--- src/rtl/mem8x16_initiator_if.sv ---
// Request/response, fill and memory strobe bundle for the row-memory initiator.
interface mem8x16_initiator_if #(
    parameter int unsigned ADDR_W = 3,
    parameter int unsigned DATA_W = 16
);
    logic              req_valid;
    logic              req_ready;
    logic              req_we;
    logic [ADDR_W-1:0] req_addr;
    logic [DATA_W-1:0] req_wdata;
    logic              rsp_valid;
    logic [DATA_W-1:0] rsp_rdata;
    logic              rsp_err;
    logic              fill_start;
    logic [DATA_W-1:0] fill_data;
    logic              fill_done;
    logic              mem_cs;
    logic              mem_we;
    logic [ADDR_W-1:0] mem_addr;
    logic [DATA_W-1:0] mem_din;
    logic [DATA_W-1:0] mem_dout;

    // Core plus memory side: drives requests and read data.
    modport master (
        output req_valid, req_we, req_addr, req_wdata, fill_start, fill_data, mem_dout,
        input  req_ready, rsp_valid, rsp_rdata, rsp_err, fill_done,
        input  mem_cs, mem_we, mem_addr, mem_din
    );

    // Initiator side: sole driver of responses and memory strobes.
    modport slave (
        input  req_valid, req_we, req_addr, req_wdata, fill_start, fill_data, mem_dout,
        output req_ready, rsp_valid, rsp_rdata, rsp_err, fill_done,
        output mem_cs, mem_we, mem_addr, mem_din
    );
endinterface

--- src/rtl/mem8x16_initiator.sv ---
// Bus initiator for the 16-bit row memory: turns valid/ready requests into
// cs/we/addr/din strobe sequences, captures read data, and runs a boot fill.
module mem8x16_initiator #(
    parameter int unsigned ADDR_W   = 3,
    parameter int unsigned DATA_W   = 16,
    parameter int unsigned NUM_ROWS = 7
) (
    input logic                 i_clk,
    input logic                 i_rst_n,
    mem8x16_initiator_if.slave  io_bus
);
    localparam logic [ADDR_W:0]   RowsExt = (ADDR_W + 1)'(NUM_ROWS);
    localparam logic [ADDR_W-1:0] LastRow = ADDR_W'(NUM_ROWS - 1);

    typedef enum logic [2:0] {
        StIdle, StSetup, StStrobe, StHold, StRdAcc, StRdCap, StErr
    } state_t;

    state_t            r_state;
    logic              r_ready;
    logic              r_rsp_valid;
    logic [DATA_W-1:0] r_rsp_rdata;
    logic              r_rsp_err;
    logic              r_fill_done;
    logic              r_fill;
    logic [ADDR_W-1:0] r_row;
    logic              r_mem_cs;
    logic              r_mem_we;
    logic [ADDR_W-1:0] r_mem_addr;
    logic [DATA_W-1:0] r_mem_din;

    logic w_accept;
    logic w_unmapped;

    assign w_accept   = r_ready & (io_bus.req_valid | io_bus.fill_start);
    // One extra bit so NUM_ROWS == 2**ADDR_W still compares correctly.
    assign w_unmapped = ({1'b0, io_bus.req_addr} >= RowsExt);

    // Single FSM; every output is a register updated here.
    always_ff @(posedge i_clk) begin
        if (!i_rst_n) begin
            r_state     <= StIdle;
            r_ready     <= 1'b1;
            r_rsp_valid <= 1'b0;
            r_rsp_rdata <= '0;
            r_rsp_err   <= 1'b0;
            r_fill_done <= 1'b0;
            r_fill      <= 1'b0;
            r_row       <= '0;
            r_mem_cs    <= 1'b0;
            r_mem_we    <= 1'b0;
            r_mem_addr  <= '0;
            r_mem_din   <= '0;
        end else begin
            r_rsp_valid <= 1'b0;
            r_rsp_err   <= 1'b0;
            r_fill_done <= 1'b0;
            unique case (r_state)
                StIdle: begin
                    if (w_accept) begin
                        r_ready <= 1'b0;
                        if (io_bus.fill_start) begin
                            // mem_din doubles as the latched fill value.
                            r_fill     <= 1'b1;
                            r_row      <= '0;
                            r_mem_addr <= '0;
                            r_mem_din  <= io_bus.fill_data;
                            r_state    <= StSetup;
                        end else if (w_unmapped) begin
                            r_rsp_valid <= 1'b1;
                            r_rsp_err   <= 1'b1;
                            r_rsp_rdata <= '0;
                            r_state     <= StErr;
                        end else if (io_bus.req_we) begin
                            r_fill     <= 1'b0;
                            r_mem_addr <= io_bus.req_addr;
                            r_mem_din  <= io_bus.req_wdata;
                            r_state    <= StSetup;
                        end else begin
                            r_mem_addr <= io_bus.req_addr;
                            r_mem_cs   <= 1'b1;
                            r_state    <= StRdAcc;
                        end
                    end
                end
                StSetup: begin
                    r_mem_cs <= 1'b1;
                    r_mem_we <= 1'b1;
                    r_state  <= StStrobe;
                end
                StStrobe: begin
                    r_mem_cs <= 1'b0;
                    r_mem_we <= 1'b0;
                    if (!r_fill) begin
                        r_rsp_valid <= 1'b1;
                        r_rsp_rdata <= '0;
                    end
                    r_state <= StHold;
                end
                StHold: begin
                    if (r_fill && (r_row != LastRow)) begin
                        r_row      <= r_row + ADDR_W'(1);
                        r_mem_addr <= r_row + ADDR_W'(1);
                        r_state    <= StSetup;
                    end else begin
                        r_fill_done <= r_fill;
                        r_fill      <= 1'b0;
                        r_ready     <= 1'b1;
                        r_state     <= StIdle;
                    end
                end
                StRdAcc: begin
                    r_state <= StRdCap;
                end
                StRdCap: begin
                    r_mem_cs    <= 1'b0;
                    r_rsp_rdata <= io_bus.mem_dout;
                    r_rsp_valid <= 1'b1;
                    r_ready     <= 1'b1;
                    r_state     <= StIdle;
                end
                StErr: begin
                    r_ready <= 1'b1;
                    r_state <= StIdle;
                end
                default: begin
                    r_mem_cs <= 1'b0;
                    r_mem_we <= 1'b0;
                    r_ready  <= 1'b1;
                    r_state  <= StIdle;
                end
            endcase
        end
    end

    assign io_bus.req_ready = r_ready;
    assign io_bus.rsp_valid = r_rsp_valid;
    assign io_bus.rsp_rdata = r_rsp_rdata;
    assign io_bus.rsp_err   = r_rsp_err;
    assign io_bus.fill_done = r_fill_done;
    assign io_bus.mem_cs    = r_mem_cs;
    assign io_bus.mem_we    = r_mem_we;
    assign io_bus.mem_addr  = r_mem_addr;
    assign io_bus.mem_din   = r_mem_din;
endmodule
--- src/flat_wrapper.sv ---
// flat-port wrapper written by rule: the top's interface ports become plain ports
module mem8x16_initiator_flat 
#(
    parameter int unsigned ADDR_W   = 3,
    parameter int unsigned DATA_W   = 16,
    parameter int unsigned NUM_ROWS = 7
)
  (i_clk, i_rst_n, io_bus_req_valid, io_bus_req_we, io_bus_req_addr, io_bus_req_wdata, io_bus_fill_start, io_bus_fill_data, io_bus_mem_dout, io_bus_req_ready, io_bus_rsp_valid, io_bus_rsp_rdata, io_bus_rsp_err, io_bus_fill_done, io_bus_mem_cs, io_bus_mem_we, io_bus_mem_addr, io_bus_mem_din);
  mem8x16_initiator_if #(.ADDR_W(ADDR_W), .DATA_W(DATA_W)) io_bus_i ();
  input logic i_clk;
  input logic i_rst_n;
  input wire logic [$bits(io_bus_i.req_valid)-1:0] io_bus_req_valid;
  input wire logic [$bits(io_bus_i.req_we)-1:0] io_bus_req_we;
  input wire logic [$bits(io_bus_i.req_addr)-1:0] io_bus_req_addr;
  input wire logic [$bits(io_bus_i.req_wdata)-1:0] io_bus_req_wdata;
  input wire logic [$bits(io_bus_i.fill_start)-1:0] io_bus_fill_start;
  input wire logic [$bits(io_bus_i.fill_data)-1:0] io_bus_fill_data;
  input wire logic [$bits(io_bus_i.mem_dout)-1:0] io_bus_mem_dout;
  output wire logic [$bits(io_bus_i.req_ready)-1:0] io_bus_req_ready;
  output wire logic [$bits(io_bus_i.rsp_valid)-1:0] io_bus_rsp_valid;
  output wire logic [$bits(io_bus_i.rsp_rdata)-1:0] io_bus_rsp_rdata;
  output wire logic [$bits(io_bus_i.rsp_err)-1:0] io_bus_rsp_err;
  output wire logic [$bits(io_bus_i.fill_done)-1:0] io_bus_fill_done;
  output wire logic [$bits(io_bus_i.mem_cs)-1:0] io_bus_mem_cs;
  output wire logic [$bits(io_bus_i.mem_we)-1:0] io_bus_mem_we;
  output wire logic [$bits(io_bus_i.mem_addr)-1:0] io_bus_mem_addr;
  output wire logic [$bits(io_bus_i.mem_din)-1:0] io_bus_mem_din;
  assign io_bus_i.req_valid = io_bus_req_valid;
  assign io_bus_i.req_we = io_bus_req_we;
  assign io_bus_i.req_addr = io_bus_req_addr;
  assign io_bus_i.req_wdata = io_bus_req_wdata;
  assign io_bus_i.fill_start = io_bus_fill_start;
  assign io_bus_i.fill_data = io_bus_fill_data;
  assign io_bus_i.mem_dout = io_bus_mem_dout;
  assign io_bus_req_ready = io_bus_i.req_ready;
  assign io_bus_rsp_valid = io_bus_i.rsp_valid;
  assign io_bus_rsp_rdata = io_bus_i.rsp_rdata;
  assign io_bus_rsp_err = io_bus_i.rsp_err;
  assign io_bus_fill_done = io_bus_i.fill_done;
  assign io_bus_mem_cs = io_bus_i.mem_cs;
  assign io_bus_mem_we = io_bus_i.mem_we;
  assign io_bus_mem_addr = io_bus_i.mem_addr;
  assign io_bus_mem_din = io_bus_i.mem_din;
  mem8x16_initiator #(.ADDR_W(ADDR_W), .DATA_W(DATA_W), .NUM_ROWS(NUM_ROWS)) u_core (.i_clk(i_clk), .i_rst_n(i_rst_n), .io_bus(io_bus_i));
endmodule
--- config.mk ---
export PLATFORM = sky130hd
export DESIGN_NAME = mem8x16_initiator_flat
export DESIGN_NICKNAME = d
export VERILOG_FILES = /design/src/rtl/mem8x16_initiator_if.sv /design/src/rtl/mem8x16_initiator.sv /design/src/flat_wrapper.sv
export SDC_FILE = /design/constraint.sdc
export NUM_CORES = 1
export LEC_CHECK = 0
export ABC_CLOCK_PERIOD_IN_PS = 2450
export BUFFER_PORTS_ARGS = -buffer_cell sky130_fd_sc_hd__buf_2
export CAP_MARGIN = 20
export CORE_ASPECT_RATIO = 2
export CORE_MARGIN = 2
export CORE_UTILIZATION = 49
export CTS_BUF_LIST = sky130_fd_sc_hd__clkbuf_8
export DETAILED_ROUTE_END_ITERATION = 7
export PLACE_DENSITY = 0.82
export SLEW_MARGIN = 5
export SYNTH_ARGS = -nofsm -noshare
export SYNTH_HDL_FRONTEND = slang
export SYNTH_SLANG_ARGS = --single-unit
--- constraint.sdc ---
create_clock -name i_clk -period 2.45 [get_ports i_clk]
set_clock_uncertainty 0.2 [all_clocks]
set_input_delay 0.245 -clock i_clk [delete_from_list [all_inputs] [get_ports i_clk]]
set_output_delay 0.245 -clock i_clk [all_outputs]
set_load 0.02 [all_outputs]
# Yosys cells after proc, flatten, opt, wreduce, memory -nomap -nowiden
# Index checks and enable logic that the tools add are counted.
# op_classes
reduce_logical	17
muxes	42
add_sub_neg	1
eq_ne	19
n_lt_le_gt_ge	1
n_bitwise	6
# op_table
operator	n
16-bit two-way mux	7
16-bit one-hot mux with 3 select lines	1
3-bit two-way mux	10
1-bit two-way mux	16
3-bit one-hot mux with 5 select lines	1
5-bit AND reduction	3
2-bit inequality test (second input constant)	7
3-bit one-hot mux with 2 select lines	2
4-bit AND reduction	3
3-bit equality test (second input constant)	3
3-bit inequality test (second input constant)	3
1-bit one-hot mux with 3 select lines	3
3-bit OR reduction	3
3-bit by 2-bit equality test with 1-bit output (second input constant)	2
2-bit by 1-bit inequality test with 1-bit output (second input constant)	3
5-bit OR reduction	1
1-bit NOT	4
1-bit one-hot mux with 2 select lines	2
2-bit nonzero test	2
3-bit by 1-bit adder with 3-bit output (second input constant)	1
3-bit by 1-bit equality test with 1-bit output (second input constant)	1
3-bit >= comparator (second input constant)	1
3-bit zero test	1
3-bit AND reduction	1
other kinds (5)	5
# word_totals
output_inout_bits	41
register_bits	48

# Logic depth before layout (Yosys ltp)
# logic_depth
word_depth	5
depth_mapped	7
mapped_depth_nobuf	6

# Least setup slack after synthesis
# No wires, ideal clock.
# synth_path
path_type	reg2reg
startpoint	reg u_core.r_row[0]
endpoint	reg u_core.r_mem_addr[0], in the netlist u_core.io_bus.mem_addr[0]
t_required_ns	2.178
slack_ns	0.757
stages_incl_launch_ff	7
arrival_ns	1.421
synth_period_minus_slack_ns	1.693
path_cell_list	dfxtp_1 > inv_1 > ha_1 > a21boi_0 > a22oi_1 > nand2_1 > mux2i_1
# synth_via
elab_chain_cells	4
word_cells_on_any_way	7
cone_classes	add/sub: 1; eq/ne: 2; mux: 2; reduce/logical: 2
# synth_lines
element	line	text
start, declared	mem8x16_initiator.sv:26	logic [ADDR_W-1:0] r_row;
start signal, assigned	mem8x16_initiator.sv:102	r_row <= r_row + ADDR_W'(1);
branches (longest 4 deep; another with 3-bit by 1-bit adder with 3-bit output)	--	
end signal, assigned	mem8x16_initiator.sv:76	r_mem_addr <= io_bus.req_addr;
end signal, assigned	mem8x16_initiator.sv:80	r_mem_addr <= io_bus.req_addr;
end signal, assigned	mem8x16_initiator.sv:103	r_mem_addr <= r_row + ADDR_W'(1);
end, declared	mem8x16_initiator.sv:29	logic [ADDR_W-1:0] r_mem_addr;
# Parallel ways; which one is timed is not known. The select of a mux whose other input is x is not followed.
# A chain may end at the register's enable or synchronous reset.

# Worst setup path after layout
# layout_path
startpoint	reg u_core.r_state[1]
endpoint	reg u_core.r_rsp_rdata[13], in the netlist u_core.io_bus.rsp_rdata[13]
# layout_via
elab_chain_cells	3
word_cells_on_any_way	10
cone_classes	eq/ne: 6; mux: 1; reduce/logical: 3
# layout_lines
element	line	text
start, declared	mem8x16_initiator.sv:19	state_t r_state;
start signal, assigned	mem8x16_initiator.sv:42	r_state <= StIdle;
start signal, assigned	mem8x16_initiator.sv:68	r_state <= StSetup;
start signal, assigned	mem8x16_initiator.sv:73	r_state <= StErr;
3-bit by 2-bit equality test with 1-bit output (tied with other cells)	mem8x16_initiator.sv:58	unique case (r_state)
2-bit inequality test (no source line) (tied with other cells)	--	
5-bit AND reduction (no source line)	--	
end signal, assigned	mem8x16_initiator.sv:117	r_rsp_rdata <= io_bus.mem_dout;
end, declared	mem8x16_initiator.sv:22	logic [DATA_W-1:0] r_rsp_rdata;
# Parallel ways exist; a longest one is shown, timed or not.

==> flow_summary.yaml <==
sta:
  slew-limit-headroom: 0.598
  fin_crit_ns: 2.04
  rsz0062_at_grt: "false"
  holdWs_ns: 0.0544
  hold_viol: 0
  setup_viol: 0
  slew_violations: 0
  worst_slack_ns: 0.409
  worst_pin_slew_ns: 0.603
  post-route-period-util: 0.833
  max_freq_mhz: 490
  fin_setup_tns_ns: 0
worst_setup_path:
  r2r_start: "u_core.r_state[1]$_SDFFE_PN0P_"
  r2r_slack_ns: 0.41
  r2r_end: "u_core.io_bus.rsp_rdata[13]$_SDFFE_PN0P_"
  crit_required_ns: 2.48
  r2r_cells: 5
  cp-endpoint: "u_core.io_bus.rsp_rdata[13]$_SDFFE_PN0P_"
  critPathCaptureType: "register"
  worstPathArrival_ns: 2.07
  crit_start: "u_core.r_state[1]$_SDFFE_PN0P_"
  worst-setup-path-type: "reg2reg"
  cp-start-kind: "register"
  crit_fanout: 13
min_path:
  hold_class: "in2reg"
  min_path_cells: 3
floorplan:
  die_w_um: 52.4
  ios: 97
  fp.dieArea_um2: 5270
  die-height_um: 101
  rows: 35
  start_util: 0.503
  core_um2: 4550
final_layout:
  final_nets: 415
  syn_to_final_growth_pct: 33.3
  diodes: 0
  fin_area_um2: 3060
  layout-drive-gt1-share: 0.380
global_routing:
  grt_max_degree: 26
  antenna_found_initial: 0
  grt_pass1_vias: 2132
  grt_overflow: 0
  grt_pass1_wl_um: 8920
  grtUsageTotal: 0.220
placed_design:
  place_area_um2: 2790
  dp_hpwl_um: 4150
  routabilityCongestion: 0.780
  place_ws_ns: 0.442
  io_buffers: 96
yosys:
  synth_top_family_by_area: "compound AO/OA/AOI/OAI gates"
  synth-edff-count: 0
  yosys_warnings: 0
  synth-simple-area-share: 0.146
  async_flop_share: 0
  synth.distinct_cells: 41
  ys_seq_area_frac: 0.419
  yosys_most_used_dff: "dfxtp_1"
  synth_compound_area_frac: 0.277
  netlist_area_um2: 2290
  syn_avg_cell_area_um2: 9.13
  muxShareOfSynthArea: 0.0830
  syn_nets: 309
  ys_ff_latch: 48
  synth_fa_ha_area_frac: 0.0109
  synthXorXnorAreaFrac: 0.00382
  synthCells: 251
drt:
  drt_iter0_drc: 42
  drc_errors: 0
  route.antenna.remaining_nets: 0
  firstDrtPassIters: 4
  vias_per_cell: 5.39
  wl_um: 5610
  routedWlPerCell_um: 13.6
  via_count: 2225
power_and_ir_drop:
  leakage_nw: 1.38
  peakVddDrop_uv: 547
  power.density_nw_per_um2: 675
clocking:
  h-tree-depth: 2
  insertion_delay_ns: 0.30
  clkTransAtPathRegs_ns: 0.08
  cts_tree: "built"
  numCtsBuffers: 5
  ctsLongestPathBuffers: 2
  numClockSinks: 48
  clockRootBuffer: "clkbuf_8"
run:
  cap_violations: 0
run_status:
  status: "finished, final reports clean"
## worst max-delay path, cell delays in order (launching register included)
cell	delay [ns]
dfxtp_1	0.57
and3b_1	0.27
a311oi_4	0.43
buf_4	0.28
o21ai_2	0.10
a21oi_2	0.12
## stage by stage
stage	std cells	util	total power [W]
finish	413	0.671	0.00206
global route	413	0.671	0.00217
CTS	413	0.671	0.00209
detailed placement	389	0.612	0.00151
global placement	389	0.612	0.00150
floorplan	251	-	0.00134
## logic make-up after synthesis
logic type | Yosys count
compound gates | 91
fa+ha+maj | 2
simple gates | 65
flops | 48
buf+inv | 25
xor+xnor | 1
mux | 19
## where the power goes
group,internal [W],switching (W),total (W)
registers,0.000858,0.0000663,0.000924
logic,0.000241,0.000346,0.000587
clock network,0.000299,0.000252,0.000550
## synth_stat cells, types with 2 or more instances
cell type	number	share of area
o32ai_1	2	0.0076
nand2_1	29	0.047
mux2i_1	19	0.083
buf_2	5	0.011
a21oi_2	9	0.034
nor2_1	10	0.016
nand3b_1	3	0.0098
a211oi_2	2	0.011
inv_1	4	0.0065
buf_4	2	0.0065
a211oi_1	14	0.046
ha_1	2	0.011
dfxtp_1	48	0.42
a22oi_1	2	0.0065
o21ai_0	15	0.033
buf_1	2	0.0033
nand3_1	2	0.0044
clkbuf_1	8	0.013
buf_6	4	0.020
nor3b_1	4	0.013
a21oi_1	29	0.063
nor3_1	5	0.011
o21ai_2	9	0.034
and3_1	3	0.0082
and3b_1	3	0.011
## worst min-delay path by stage
stage | from | to
3_5_place_dp | u_core.io_bus.rsp_rdata[15]$_SDFFE_PN0P_ | u_core.io_bus.rsp_rdata[15]$_SDFFE_PN0P_
4_1_cts | io_bus_req_we | u_core.io_bus.mem_cs$_SDFFE_PN0P_
3_3_place_gp | u_core.io_bus.mem_addr[2]$_SDFFE_PN0P_ | u_core.io_bus.mem_addr[2]$_SDFFE_PN0P_
2_1_floorplan | io_bus_mem_dout[2] | u_core.io_bus.rsp_rdata[2]$_SDFFE_PN0P_
5_1_grt | io_bus_req_we | u_core.io_bus.mem_cs$_SDFFE_PN0P_
6_report | io_bus_req_we | u_core.io_bus.mem_cs$_SDFFE_PN0P_
## metal layers
metal	up-vias	part of all wire	GRT usage
li1	1116	-	-
met1	1021	0.36	0.201
met2	82	0.56	0.441
met3	6	0.062	0.0401
met4	0	0.014	0.0828
met5	-	0	0
## cell usage in the layout (no fill, tap or decap), types with 2 or more instances in the layout
cell type and n:
a21oi_2 9, buf_4 8, and3_1 3, nand3_1 2
and3b_1 3, buf_2 96, dlygate4sd3_1 16, o32ai_1 2
nand2_1 29, o21ai_0 15, dfxtp_1 48, a211oi_2 2
nor3b_1 4, mux2i_1 19, a211oi_1 14, o21ai_2 9
ha_1 2, nor2_1 10, nor3_1 5, inv_1 5
clkbuf_8 5, a21oi_1 29, nand3b_1 3, a22oi_1 2
## repair_timing
action	CTS	global route
setup endpoints to repair	0	0
gates resized for setup	0	0
endpoints found under the hold margin	16	0
hold buffers	16	0
buffers inserted	0	0
## sequential cells by signal, indices dropped and copies added (netlist names)
| signal | cells |
|---|---|
| u_core.io_bus.rsp_err | 1 |
| u_core.io_bus.rsp_rdata | 16 |
| u_core.io_bus.mem_we | 1 |
| u_core.io_bus.rsp_valid | 1 |
| u_core.r_fill | 1 |
| u_core.r_row | 3 |
| u_core.io_bus.mem_cs | 1 |
| u_core.io_bus.fill_done | 1 |
| u_core.io_bus.mem_addr | 3 |
| u_core.r_state | 3 |
| u_core.io_bus.req_ready | 1 |
| u_core.io_bus.mem_din | 16 |
## cell type report
| class | count | area [um^2] |
|---|---|---|
| multi-input combinational | 178 | 1200 |
| timing repair buffer | 120 | 701 |
| clock buffer | 5 | 68.8 |
| fill | 397 | 1500 |
| tap | 55 | 68.8 |
| inverter | 4 | 15.0 |
| clock inverter | 3 | 38.8 |
| sequential | 48 | 961 |
(Power assumes the default switching activity.)
